## src/rtl/int_ack_pkg.sv

```systemverilog
// Shared types and default sizing for the tick-to-interrupt controller.
// Optional ack timeout is enabled with the INT_TIMEOUT_EN macro.
package int_ack_pkg;

    typedef enum logic {
        ST_IDLE = 1'b0,
        ST_PEND = 1'b1
    } chan_state_t;

    localparam int unsigned DEF_NUM_CPU        = 2;
    localparam int unsigned DEF_OVR_WIDTH      = 8;
    localparam int unsigned DEF_TICK_WIDTH     = 16;
    localparam int unsigned DEF_TIMEOUT_CYCLES = 1024;

    // Width of a counter that must hold values 0 .. n-1 (at least 1 bit).
    function automatic int unsigned cnt_width(input int unsigned n);
        return (n > 1) ? $clog2(n) : 1;
    endfunction

endpackage

```

## src/rtl/int_ack_chan.sv

```systemverilog
// One interrupt channel: IDLE/PEND FSM, saturating overrun counter and,
// with INT_TIMEOUT_EN defined, an ack timeout with a sticky flag.
module int_ack_chan
    import int_ack_pkg::*;
#(
    parameter int unsigned OVR_WIDTH      = DEF_OVR_WIDTH
`ifdef INT_TIMEOUT_EN
    , parameter int unsigned TIMEOUT_CYCLES = DEF_TIMEOUT_CYCLES
`endif
) (
    input  logic                 clk,
    input  logic                 reset,
    input  logic                 tick,
    input  logic                 en,
    input  logic                 ack,
    input  logic                 ovr_clr,
    output logic                 interrupt,
    output logic [OVR_WIDTH-1:0] ovr_cnt,
    output logic                 timeout_flag
);

    chan_state_t          state;
    logic [OVR_WIDTH-1:0] ovr_next;

    always_comb ovr_next = (ovr_cnt == '1) ? ovr_cnt : ovr_cnt + 1'b1;

`ifdef INT_TIMEOUT_EN
    localparam int unsigned TW = cnt_width(TIMEOUT_CYCLES);
    localparam logic [TW-1:0] TO_LAST = TW'(TIMEOUT_CYCLES - 1);

    logic [TW-1:0] pend_cnt;
`else
    assign timeout_flag = 1'b0;
`endif

    always_ff @(posedge clk) begin
        if (!reset) begin
            state     <= ST_IDLE;
            interrupt <= 1'b0;
            ovr_cnt   <= '0;
`ifdef INT_TIMEOUT_EN
            timeout_flag <= 1'b0;
            pend_cnt     <= '0;
`endif
        end else begin
            // Clear first so a same-cycle overrun below overrides it with 1.
            if (ovr_clr) begin
                ovr_cnt <= '0;
`ifdef INT_TIMEOUT_EN
                timeout_flag <= 1'b0;
`endif
            end
            case (state)
                ST_IDLE: begin
                    if (tick && en) begin
                        state     <= ST_PEND;
                        interrupt <= 1'b1;
`ifdef INT_TIMEOUT_EN
                        pend_cnt  <= '0;
`endif
                    end
                end
                ST_PEND: begin
                    if (!en) begin
                        state     <= ST_IDLE;
                        interrupt <= 1'b0;
                    end
`ifdef INT_TIMEOUT_EN
                    // Timeout acts as a drop to IDLE; a coincident tick re-arms.
                    else if (!ack && pend_cnt == TO_LAST) begin
                        timeout_flag <= 1'b1;
                        if (tick) begin
                            pend_cnt <= '0;
                        end else begin
                            state     <= ST_IDLE;
                            interrupt <= 1'b0;
                        end
                    end
`endif
                    else if (ack) begin
                        if (!tick) begin
                            state     <= ST_IDLE;
                            interrupt <= 1'b0;
                        end
`ifdef INT_TIMEOUT_EN
                        else begin
                            pend_cnt <= '0;
                        end
`endif
                    end else begin
                        if (tick) begin
                            ovr_cnt <= ovr_clr ? OVR_WIDTH'(1) : ovr_next;
                        end
`ifdef INT_TIMEOUT_EN
                        pend_cnt <= pend_cnt + 1'b1;
`endif
                    end
                end
            endcase
        end
    end

endmodule

```

## src/rtl/int_ack_ctrl.sv

```systemverilog
// Tick-to-interrupt controller: one int_ack_chan per PicoBlaze plus a
// free-running tick counter. INT_TIMEOUT_EN enables per-channel ack timeouts.
module int_ack_ctrl
    import int_ack_pkg::*;
#(
    parameter int unsigned NUM_CPU        = DEF_NUM_CPU,
    parameter int unsigned OVR_WIDTH      = DEF_OVR_WIDTH,
    parameter int unsigned TICK_WIDTH     = DEF_TICK_WIDTH,
    parameter int unsigned TIMEOUT_CYCLES = DEF_TIMEOUT_CYCLES
) (
    input  logic                           clk,
    input  logic                           reset,
    input  logic                           tick_in,
    input  logic [NUM_CPU-1:0]             int_en,
    input  logic [NUM_CPU-1:0]             interrupt_ack,
    input  logic                           ovr_clr,
    output logic [NUM_CPU-1:0]             interrupt,
    output logic [NUM_CPU*OVR_WIDTH-1:0]   ovr_cnt,
    output logic [TICK_WIDTH-1:0]          tick_count,
    output logic [NUM_CPU-1:0]             timeout_flag
);

    always_ff @(posedge clk) begin
        if (!reset) begin
            tick_count <= '0;
        end else if (tick_in) begin
            tick_count <= tick_count + 1'b1;
        end
    end

    for (genvar i = 0; i < NUM_CPU; i++) begin : g_chan
        int_ack_chan #(
            .OVR_WIDTH(OVR_WIDTH)
`ifdef INT_TIMEOUT_EN
            , .TIMEOUT_CYCLES(TIMEOUT_CYCLES)
`endif
        ) u_chan (
            .clk          (clk),
            .reset        (reset),
            .tick         (tick_in),
            .en           (int_en[i]),
            .ack          (interrupt_ack[i]),
            .ovr_clr      (ovr_clr),
            .interrupt    (interrupt[i]),
            .ovr_cnt      (ovr_cnt[i*OVR_WIDTH +: OVR_WIDTH]),
            .timeout_flag (timeout_flag[i])
        );
    end

endmodule

```

## config.mk

```make
export PLATFORM = sky130hd
export DESIGN_NAME = int_ack_ctrl
export DESIGN_NICKNAME = d
export VERILOG_FILES = /design/src/rtl/int_ack_pkg.sv /design/src/rtl/int_ack_chan.sv /design/src/rtl/int_ack_ctrl.sv
export SDC_FILE = /design/constraint.sdc
export NUM_CORES = 1
export LEC_CHECK = 0
export ABC_AREA = 0
export BUFFER_PORTS_ARGS = -buffer_cell sky130_fd_sc_hd__buf_4
export CORE_MARGIN = 5
export CORE_UTILIZATION = 45
export CTS_CLUSTER_SIZE = 10
export DETAILED_ROUTE_END_ITERATION = 16
export PLACE_DENSITY_LB_ADDON = 0.05
export SLEW_MARGIN = 30
export SYNTH_ARGS = -nofsm -noshare
export SYNTH_HDL_FRONTEND = slang
export SYNTH_SLANG_ARGS = --single-unit
```

## constraint.sdc

```tcl
create_clock -name clk -period 1.5 [get_ports clk]
set_input_delay 0.15 -clock clk [delete_from_list [all_inputs] [get_ports clk]]
set_output_delay 0.15 -clock clk [all_outputs]
set_load 0.1 [all_outputs]
```

Word-level counts from Yosys, hierarchy flattened
Index checks and enable logic that the tools add are counted.
Storage, ports and cells
  word-level logic and storage cells: 58
  input bits: 8
  memories: 0
  memory bits (read-only): 0
  bits in latches: 0
  register bits after elaboration: 36
  RAM bits: 0
  output and inout port bits: 36
Cells by class
  mux-type cells: 32
  divide/modulo/power cells: 0
  add/subtract/negate cells: 3
  equality and inequality tests: 10
  bitwise logic cells: 2
  $lt $le $gt $ge: 0
  shifts and indexed selects: 0
  reduce and logical (&&, ||, !) cells: 4
  multiply operators: 0
Operators with widths (number)
  $mux 8: 14
  $add 16x1->16 const B: 1
  $add 8x1->8 const B: 2
  $eq 8x8->1 const B: 2
  $mux 1: 14
  $ne 3x3->1 const B: 4
  $ne 6x6->1 const B: 2
  $pmux 1 s2: 4
  $reduce_and 3->1: 2
  $ne 2x1->1 const B: 2
  $logic_and 1x1->1: 2
  $not 1->1: 2

Depth between registers and ports, before layout
Gate-level depths: netlist of the first run.
  depth in word-level cells: 7
  depth in mapped cells: 5
  depth with buffers taken out: 5

Hierarchy
A second synthesis of the first run with hierarchy kept.
Unflattened totals
  cells, all modules: 201
  area, all modules: 1799.2 µm²
By module, submodules not included
  int_ack_ctrl: sequential area each 320.3 µm², cells each 83, times used 1, area each 744.5 µm²
  int_ack_chan at g_chan[1].u_chan: sequential area each 200.2 µm², cells each 59, times used 1, area each 536.8 µm²
  int_ack_chan at g_chan[0].u_chan: sequential area each 200.2 µm², cells each 59, times used 1, area each 518.0 µm²

Worst setup path before layout of the first run
OpenSTA, ideal clock, no wires.
  path kind: register to register
  start point: register tick_count[0]
  end point: register tick_count[13]
  buffers on the path: 0
  arrival time: 2.352 ns
  setup slack: -0.922 ns
  data required time: 1.430 ns
  library setup time: 0.070 ns
  clock period less this slack: 2.422 ns
  cell stages (with the launch flop): 5
  cells stage by stage: dfxtp_1 > nand4_1 > or4_4 > or3_1 > a21boi_1
On the way
  longest elaborated chain between the ends: 1
RTL lines
  start: declaration: line int_ack_ctrl.sv:19  | output logic [TICK_WIDTH-1:0] tick_count,
  start signal: assignment: line int_ack_ctrl.sv:27  | tick_count <= tick_count + 1'b1;
  $add 16x1->16: line int_ack_ctrl.sv:27
Every way passes these cells.
A chain may end at the register's enable or synchronous reset.

Worst setup path after layout of the first run
  start point: register tick_count[4]
  end point: register tick_count[13]
Same word-level chain as after synthesis.

==> results of run 1 <==
## cells by family after synthesis
logic type / after synthesis
AND/OR/NAND/NOR: 93
flip-flops: 36
AO/OA/AOI/OAI: 33
buffers and inverters: 20
XOR/XNOR: 16
multiplexers: 5
adder cells (fa/ha/maj): 3
other: 1
## registers in the layout, summed over array words and instances (netlist names)
register / flops
g_chan.u_chan.ovr_cnt: 16
tick_count: 16
g_chan.u_chan.interrupt: 2
g_chan.u_chan.state: 2
## critical path: stages (launching register included)
cell      delay [ns]
dfxtp_4         0.36
nand4_4         0.10
or4_4           0.57
or3_4           0.35
a21boi_2        0.14
## worst max-delay path by stage
stage | end | slack (ns) | depth (start not counted)
2_1_floorplan | tick_count[14] | -0.28 | 4
3_5_place_dp | tick_count[13] | -0.02 | 4
5_1_grt | tick_count[13] | -0.12 | 4
3_3_place_gp | tick_count[13] | -0.004 | 4
4_1_cts | tick_count[13] | -0.02 | 4
6_report | tick_count[13] | -0.08 | 4
## through the flow
step                      setup slack, ns  hold WS [ns]  cell area, µm²  util [%]
final                             -0.0756         0.110            2430      62.1
after global routing               -0.122         0.103            2430      62.1
after CTS                         -0.0169        0.0976            2400      61.4
after detailed placement          -0.0230         0.408            2320      59.3
after global placement           -0.00353         0.409            2320      59.3
after floorplan                    -0.283         0.269            1920         -
## what timing repair did
| action | 4_1_cts | 5_1_grt |
|---|---|---|
| pin swaps | 1 | 2 |
| gates resized for setup | 1 | 5 |
| buffers inserted | 0 | 1 |
| endpoints found under the setup margin | 2 | 5 |
## power breakdown
group,internal [W],leakage [nW],switching [W],total [W]
Combinational,0.0000552,0.623,0.000148,0.000203
Sequential,0.000932,0.313,0.0000146,0.000946
Clock,0.000323,0.0399,0.000329,0.000652
## routing by layer
metal,GRT usage (%),up-vias
met4,6.15,0
met3,5.10,7
li1,-,828
met2,24.4,29
met1,19.7,716
met5,0,-
## cells in the final DEF (no fill, tap or decap), drive strengths merged, types with 2 or more instances in the layout
cell	instances
o211ai	4
nor2b	3
or3	4
inv	11
xor2	7
nor2	16
nand2b	3
and3	5
nand4	7
conb	2
a21oi	6
xnor2	9
mux2i	5
and4b	3
a21boi	8
nor3b	2
o21ai	10
nand3	7
buf	53
dfxtp	36
nand2	14
nand4b	3
ha	3
nor3	8
and2	12
clkbuf	7
nor4	4
## area by class of cell
class / instances / area (µm²) / area share, %
clock buffers: 7 / 76.3 / 3.14
clock inverters: 1 / 3.75 / 0.154
inverters: 11 / 41.3 / 1.70
multi-input cells: 152 / 1030 / 42.6
flip-flops and latches: 36 / 815 / 33.5
well taps: 50 / 62.6 / 2.57
repair buffers: 53 / 398 / 16.4
==> results.ini, run 1 <==
[route]
wl_met2_mm = 1.85
vias = 1580
wirelength_mm = 3.90
top_layer = met4
routedWlPerCell_um = 12.6
drc = 0
wl_met1_mm = 1.77
drt_iter0_drc = 78
routed_via_density = 5.10
ant_nets = 0
wl_met3_um = 211
first_pass_iters = 4

[synth]
synth_top_area_cell = dfxtp_1
synth_enable_flop_cells = 0
syn-cell-area_um2 = 1790
synth_top_family_by_area = simple AND/OR/NAND/NOR gates
yosys_warnings = 0
synth_ff_type = dfxtp_1
synthMuxAreaShare_pct = 2.80
synth_simple_gate_area_share_pct = 29.7
synth_cell_type_count = 38
synth-adder-area-share_pct = 2.10
yosys-top-cells-count = 36 x dfxtp_1, 16 x nor2_1, 14 x nand2_1, 12 x and2_1, 11 x inv_1
synth_cells = 207
syn_avg_cell_area_um2 = 8.64
synth_seq_cells = 36
synthArstFlopShare_pct = 0
synth.most_common_cell = dfxtp_1
synth_compound_area_share_pct = 12.0
ys_seq_area_share_pct = 40.3
synth_top_cell_area_share_pct = 40.3
synth.area.top_cells = dfxtp_1 40%, xnor2_1 4.4%, and2_1 4.2%, xor2_1 3.4%, nor2_1 3.4%
synthXorXnorAreaFrac_pct = 7.83

[min_path]
hold_depth = 3
min_to = g_chan[1].u_chan.state
hp-class = in -> reg
hold_path_startpoint = int_en[1]

[cts]
clockBufferDepth = 2
numClockSinks = 36
cts_tree = yes
cts_root_buf = clkbuf_8
cts_buffers = 5
clock_latency_ns = 0.29
h-tree-depth = 2
hold_buffers = 0
clk_pin_slew_ns = 0.06

[pwr]
power_density_nw_per_um2 = 741
p_leak_nw = 0.975
p_total_w = 0.00180
max-vdd-ir-drop_uv = 627

[setup_path]
crit_type = reg -> reg
r2r-start = tick_count[4]
cp-start-kind = flop
cp_max_fo = 3
crit_start = tick_count[4]
critical_path_arrival_ns = 1.80
reg2reg_to = tick_count[13]
r2r_setup_slack_ns = -0.08
cp-end-kind = flop
r2r_cells = 4
cp.required_ns = 1.72

[die]
ios = 44
core_um2 = 3910
die_y_um = 73.1
num_rows = 23
dieArea_um2 = 5340
start_util_pct = 45.7
fp.dieW_um = 73.1

[layout]
fill_cells = 354
nets = 270
drive_above_1_share_pct = 37.7
area_growth_pct = 35.9
stdcell_count = 310
diodes = 0

[placement]
port_buffers = 41
dp_hpwl_mm = 2.83
gp_congestion = 0.767
dp.cells = 301

[run_status]
status = finished, violations left
violations = negative setup slack

[global_routing]
grt_max_degree = 26
grt_pass1_vias = 1446
grt_pass1_wl_mm = 6.62
grt_overflow = 0
grt_use_total_pct = 15.6
antenna_found_initial = 0

[flow_run]
cap_violations = 0

[timing]
setup_tns_ns = -0.107
final.min_clock_period_ns = 1.58
max_freq_mhz = 635
finalHoldViolCount = 0
worst_slack_ns = -0.0756
rsz0062_at_grt = yes
fin_worst_skew_ns = 0.00674
drv_slew = 0
setup_viol = 2
final.period_utilization_pct = 105

(Power assumes the default switching activity.)
==> run 2: changes to the inputs <==
--- a/config.mk
+++ b/config.mk
@@ -12,6 +12,7 @@
 export CTS_CLUSTER_SIZE = 10
 export DETAILED_ROUTE_END_ITERATION = 16
 export PLACE_DENSITY_LB_ADDON = 0.05
+export SETUP_SLACK_MARGIN = 0.05
 export SLEW_MARGIN = 30
 export SYNTH_ARGS = -nofsm -noshare
 export SYNTH_HDL_FRONTEND = slang
==> results.ini, run 2 (synthesis gave the netlist of run 1 again) <==
[run_status]
status = finished, violations left
violations = negative setup slack

[route]
wl_met1_mm = 1.86  ; +5.1%
first_pass_iters = 4  ; unchanged
top_layer = met4
wirelength_mm = 3.99  ; +2.4%
routedWlPerCell_um = 12.8  ; +1.7%
wl_met2_mm = 1.88  ; +1.6%
routed_via_density = 5.14  ; +0.87%
wl_met3_um = 179  ; -15%
vias = 1604  ; +1.5%
ant_nets = 0  ; unchanged
drt_iter0_drc = 95  ; +22%
drc = 0  ; unchanged

[setup_path]
cp_cell_sequence = nand4_4 -> or4_4 -> or3_1 -> a21boi_1
r2r-start = tick_count[4]
cp.required_ns = 1.72  ; about the same
crit_type = reg -> reg
cp_max_fo = 4  ; +1
crit_family = simple AND/OR/NAND/NOR gates
cp-start-kind = flop
slowest_delay_ns = 0.55  ; -0.02 ns
cp.buffers_inverters = 0  ; unchanged
cp-end-kind = flop
critPathSlowestCell = or4_4
crit_start = tick_count[4]
critical_path_arrival_ns = 1.74  ; -0.06 ns

[placement]
dp_hpwl_mm = 2.89  ; +2.2%
port_buffers = 41  ; unchanged
gp_congestion = 0.737  ; -3.9%

[timing]
timing.hold.ws_ns = 0.108  ; -0.00232 ns
drv_slew = 0  ; unchanged
setup_viol = 1  ; -1
fin_worst_skew_ns = 0.00639  ; -0.000343 ns
max_freq_mhz = 659  ; +3.9%
final.period_utilization_pct = 101  ; -3.9 points
finalHoldViolCount = 0  ; unchanged
worst_slack_ns = -0.0168  ; +0.0588 ns
final.min_clock_period_ns = 1.52  ; -0.0588 ns
setup_tns_ns = -0.0168  ; +0.0902 ns
rsz0062_at_grt = yes

[cts]
hold_buffers = 0  ; unchanged
clock_latency_ns = 0.29  ; about the same
cts_tree = yes
cts_root_buf = clkbuf_8
clockBufferDepth = 2  ; unchanged
h-tree-depth = 2  ; unchanged
clk_pin_slew_ns = 0.07  ; about the same
cts_buffers = 5  ; unchanged
numClockSinks = 36  ; unchanged

[die]
start_util_pct = 45.7  ; unchanged
dieArea_um2 = 5340  ; unchanged
num_rows = 23  ; unchanged
fp.dieW_um = 73.1  ; unchanged
ios = 44  ; unchanged
core_um2 = 3910  ; unchanged
die_y_um = 73.1  ; unchanged

[layout]
final_common_cell = buf_4
drive_above_1_share_pct = 38.5  ; +0.86 points
diodes = 0  ; unchanged
area_growth_pct = 38.5
nets = 272  ; +0.74%
fin_util_pct = 63.3  ; +1.2 points
final_cell_mix = 55 x buf_4, 26 x dfxtp_4, 16 x nor2_1, 14 x nand2_1, 12 x and2_1
reg_top3 = g_chan.u_chan.ovr_cnt x16, tick_count x16

[pwr]
power_density_nw_per_um2 = 767  ; +3.5%
max-vdd-ir-drop_uv = 451  ; -28%
p_leak_nw = 0.994  ; +2.0%
p_total_w = 0.00190  ; +5.5%

[min_path]
hp-class = in -> reg
hold_path_startpoint = int_en[0]

[global_routing]
grt_pass1_vias = 1455  ; +0.62%
grt_max_degree = 27  ; +3.8%
grt_pass1_wl_mm = 6.60  ; -0.32%
grt_use_total_pct = 15.6  ; +0.037 points
grt_overflow = 0  ; unchanged
antenna_found_initial = 0  ; unchanged

[flow_run]
cap_violations = 0  ; unchanged

-- run 2: cell count changes in the layout (fill, tap and decap cells not counted), sizes merged --
cell    change
buf         +2
clkbuf      +1
clkinv      -1
-- run 2: path summary, 6_finish.rpt --
kind	cells after the start	slack, ns	to
max	4	-0.02	tick_count[13]
min	3	0.11	g_chan[0].u_chan.state
max reg2reg	4	-0.02	tick_count[13]
min reg2reg	1	0.47	g_chan[0].u_chan.ovr_cnt[5]
-- run 2: where the power goes --
group | total, W | switching, W | internal [W]
combinational | 0.000203 | 0.000148 | 0.0000543
clock | 0.000756 | 0.000337 | 0.000419
sequential | 0.000941 | 0.0000152 | 0.000926
total | 0.00190 | 0.000500 | 0.00140
-- run 2: area by class of cell --
cell class | count | area [µm²]
clock buffer | 8 | 100
timing repair buffer | 55 | 413
tap | 50 | 62.6
sequential | 36 | 822
inverter | 11 | 41.3
multi-input combinational | 152 | 1040
fill | 354 | 1440
-- run 2: through the flow --
stage / cell area (µm²) / std cells / setup slack [ns]
floorplan: 1940 / 208 / -0.283
global route: 2480 / 312 / -0.0728
CTS: 2440 / 308 / -0.0208
detailed placement: 2330 / 300 / -0.0252
finish: 2480 / 312 / -0.0168
global placement: 2330 / 300 / 0.000317
-- run 2: worst min-delay path: stages --
cell,delay [ns]
buf_4,0.12
nand2_1,0.05
nor2_1,0.03
-- run 2: repair_timing --
action | CTS | global route
cloned | 0 | 0
gates resized for setup | 1 | 2
setup endpoints to repair | 2 | 5
setup buffers | 0 | 4
pin swaps | 2 | 3
-- run 2: metal layers --
metal	track usage, %	up-vias
met3	4.55	5
met4	6.15	0
met2	25.3	26
met5	0	-
met1	19.4	736
li1	-	837
==> run 3: changes to the inputs <==
--- a/config.mk
+++ b/config.mk
@@ -13,6 +13,7 @@
 export DETAILED_ROUTE_END_ITERATION = 16
 export PLACE_DENSITY_LB_ADDON = 0.05
 export SETUP_SLACK_MARGIN = 0.05
+export SKIP_CTS_REPAIR_TIMING = 1
 export SLEW_MARGIN = 30
 export SYNTH_ARGS = -nofsm -noshare
 export SYNTH_HDL_FRONTEND = slang
==> constraint.sdc (replaced) <==
create_clock -name clk -period 1.2 [get_ports clk]
set_input_delay 0.12 -clock clk [delete_from_list [all_inputs] [get_ports clk]]
set_output_delay 0.12 -clock clk [all_outputs]
set_load 0.1 [all_outputs]
==> results.ini, run 3 (synthesis gave the netlist of run 1 again) <==
[layout]
area_growth_pct = 77.3
final_cell_mix = 64 x buf_4, 30 x buf_6, 28 x dfxtp_4, 14 x nor2_1, 12 x and2_1
stdcell_count = 356  ; +14%
diodes = 0  ; unchanged
nets = 316  ; +16%
final_cell_area_um2 = 3170  ; +28%
drive_above_1_share_pct = 56.5  ; +18 points
final_common_cell = buf_4
reg_top3 = g_chan.u_chan.ovr_cnt x16, tick_count x16

[setup_path]
critical_path_arrival_ns = 1.75  ; about the same
cp_cell_sequence = nand4_4 -> or4_4 -> buf_4 -> nor3_4 -> mux2i_1
cp-end-kind = flop
cp.required_ns = 1.41  ; -0.31 ns
cp_max_fo = 4  ; unchanged
r2r_setup_slack_ns = -0.33  ; -0.32 ns
cp-start-kind = flop
crit_type = reg -> reg
critPathSlowestCell = or4_4
slowest_delay_ns = 0.55  ; about the same

[cts]
h-tree-depth = 2  ; unchanged
cts_tree = yes
clockBufferDepth = 2  ; unchanged
cts_root_buf = clkbuf_8
clk_pin_slew_ns = 0.07  ; about the same
numClockSinks = 36  ; unchanged
clock_latency_ns = 0.28  ; about the same
cts_buffers = 5  ; unchanged

[timing]
max_freq_mhz = 652  ; -1.1%
finalHoldViolCount = 0  ; unchanged
setup_tns_ns = -1.91  ; -1.90 ns
final.min_clock_period_ns = 1.53  ; +0.0168 ns
drv_slew = 0  ; unchanged
timing.hold.ws_ns = 0.0757  ; -0.0319 ns
rsz0062_at_grt = yes
fin_worst_skew_ns = 0.00302  ; -0.00338 ns
final.period_utilization_pct = 128  ; +27 points
setup_viol = 20  ; +19
worst_slack_ns = -0.334  ; -0.317 ns

[global_routing]
grt_pass1_wl_mm = 7.22  ; +9.5%
grt_max_degree = 26  ; -3.7%
grt_use_total_pct = 17.0  ; +1.4 points
grt_pass1_vias = 1658  ; +14%
grt_overflow = 0  ; unchanged
antenna_found_initial = 0  ; unchanged

[placement]
placedInstanceArea_um2 = 2660  ; +14%
port_buffers = 41  ; unchanged
dp_hpwl_mm = 3.31  ; +15%
gp_congestion = 0.754  ; +2.3%
dp.cells = 336  ; +12%

[flow_run]
cap_violations = 0  ; unchanged

[route]
routed_via_density = 5.12  ; -0.45%
ant_nets = 0  ; unchanged
first_pass_iters = 4  ; unchanged
vias = 1822  ; +14%
drt_iter0_drc = 71  ; -25%
drc = 0  ; unchanged
routedWlPerCell_um = 13.8  ; +7.7%
wirelength_mm = 4.91  ; +23%

[die]
dieArea_um2 = 5340  ; unchanged
num_rows = 23  ; unchanged
core_um2 = 3910  ; unchanged
start_util_pct = 45.7  ; unchanged
die_y_um = 73.1  ; unchanged
fp.dieW_um = 73.1  ; unchanged
ios = 44  ; unchanged

[pwr]
pwr-share-seq_pct = 47.6  ; -2.0 points
max-vdd-ir-drop_uv = 631  ; +40%
combPwrFrac_pct = 13.8  ; +3.1 points
netSwitchingFraction_pct = 26.2  ; -0.13 points
pwr-share-clk_pct = 38.6  ; -1.2 points
p_leak_nw = 1.35  ; +36%
p_switching_w = 0.000641  ; +28%
p_total_w = 0.00245  ; +29%
p_int_w = 0.00180  ; +29%
power_density_nw_per_um2 = 771  ; +0.51%

[min_path]
hp-class = in -> reg

[run_status]
status = finished, violations left
violations = negative setup slack

run 3: changes by cell type in the layout (fill, tap and decap cells not counted), sizes merged:
cell and change:
buf +44
run 3: layout make-up:
cell class | count | area, µm²
multi-input combinational | 152 | 1230
clock buffer | 8 | 100
tap | 50 | 62.6
inverter | 11 | 41.3
timing repair buffer | 99 | 913
fill | 266 | 741
sequential | 36 | 830
run 3: power groups by stage:
stage	clock network, W	logic, W	registers [W]
floorplan	0	0.000144	0.00125
global placement	0	0.000299	0.00119
detailed placement	0	0.000301	0.00119
CTS	0.000967	0.000301	0.00116
global route	0.00100	0.000359	0.00117
finish	0.000945	0.000336	0.00116
run 3: path summary, 6_finish.rpt:
path                                    from                    endpoint  cells past startpoint
hold / removal                     int_en[1]      g_chan[1].u_chan.state                      3
setup reg to reg               tick_count[4]              tick_count[15]                      5
setup / recovery               tick_count[4]              tick_count[15]                      5
hold reg to reg   g_chan[1].u_chan.interrupt  g_chan[1].u_chan.interrupt                      2
run 3: through the flow:
stage | util (%) | worst slack [ns]
finish | 81.1 | -0.334
global route | 81.1 | -0.391
CTS | 70.6 | -0.334
detailed placement | 68.0 | -0.325
global placement | 68.0 | -0.292
floorplan | - | -0.583
run 3: metal layers:
layer | global-route usage [%] | share of wire, % | vias up
met2 | 31.0 | 54 | 35
li1 | - | - | 920
met4 | 4.30 | 1.3 | 0
met1 | 20.0 | 41 | 857
met3 | 3.58 | 3.8 | 10
met5 | 0 | 0 | -
run 3: worst max-delay path, delay by kind of cell, from the launching register on:
| kind | cells | cell delay, ns |
|---|---|---|
| buffers and inverters | 1 | 0.16 |
| and+or+nand+nor | 3 | 0.76 |
| DFF | 1 | 0.36 |
| muxes | 1 | 0.19 |
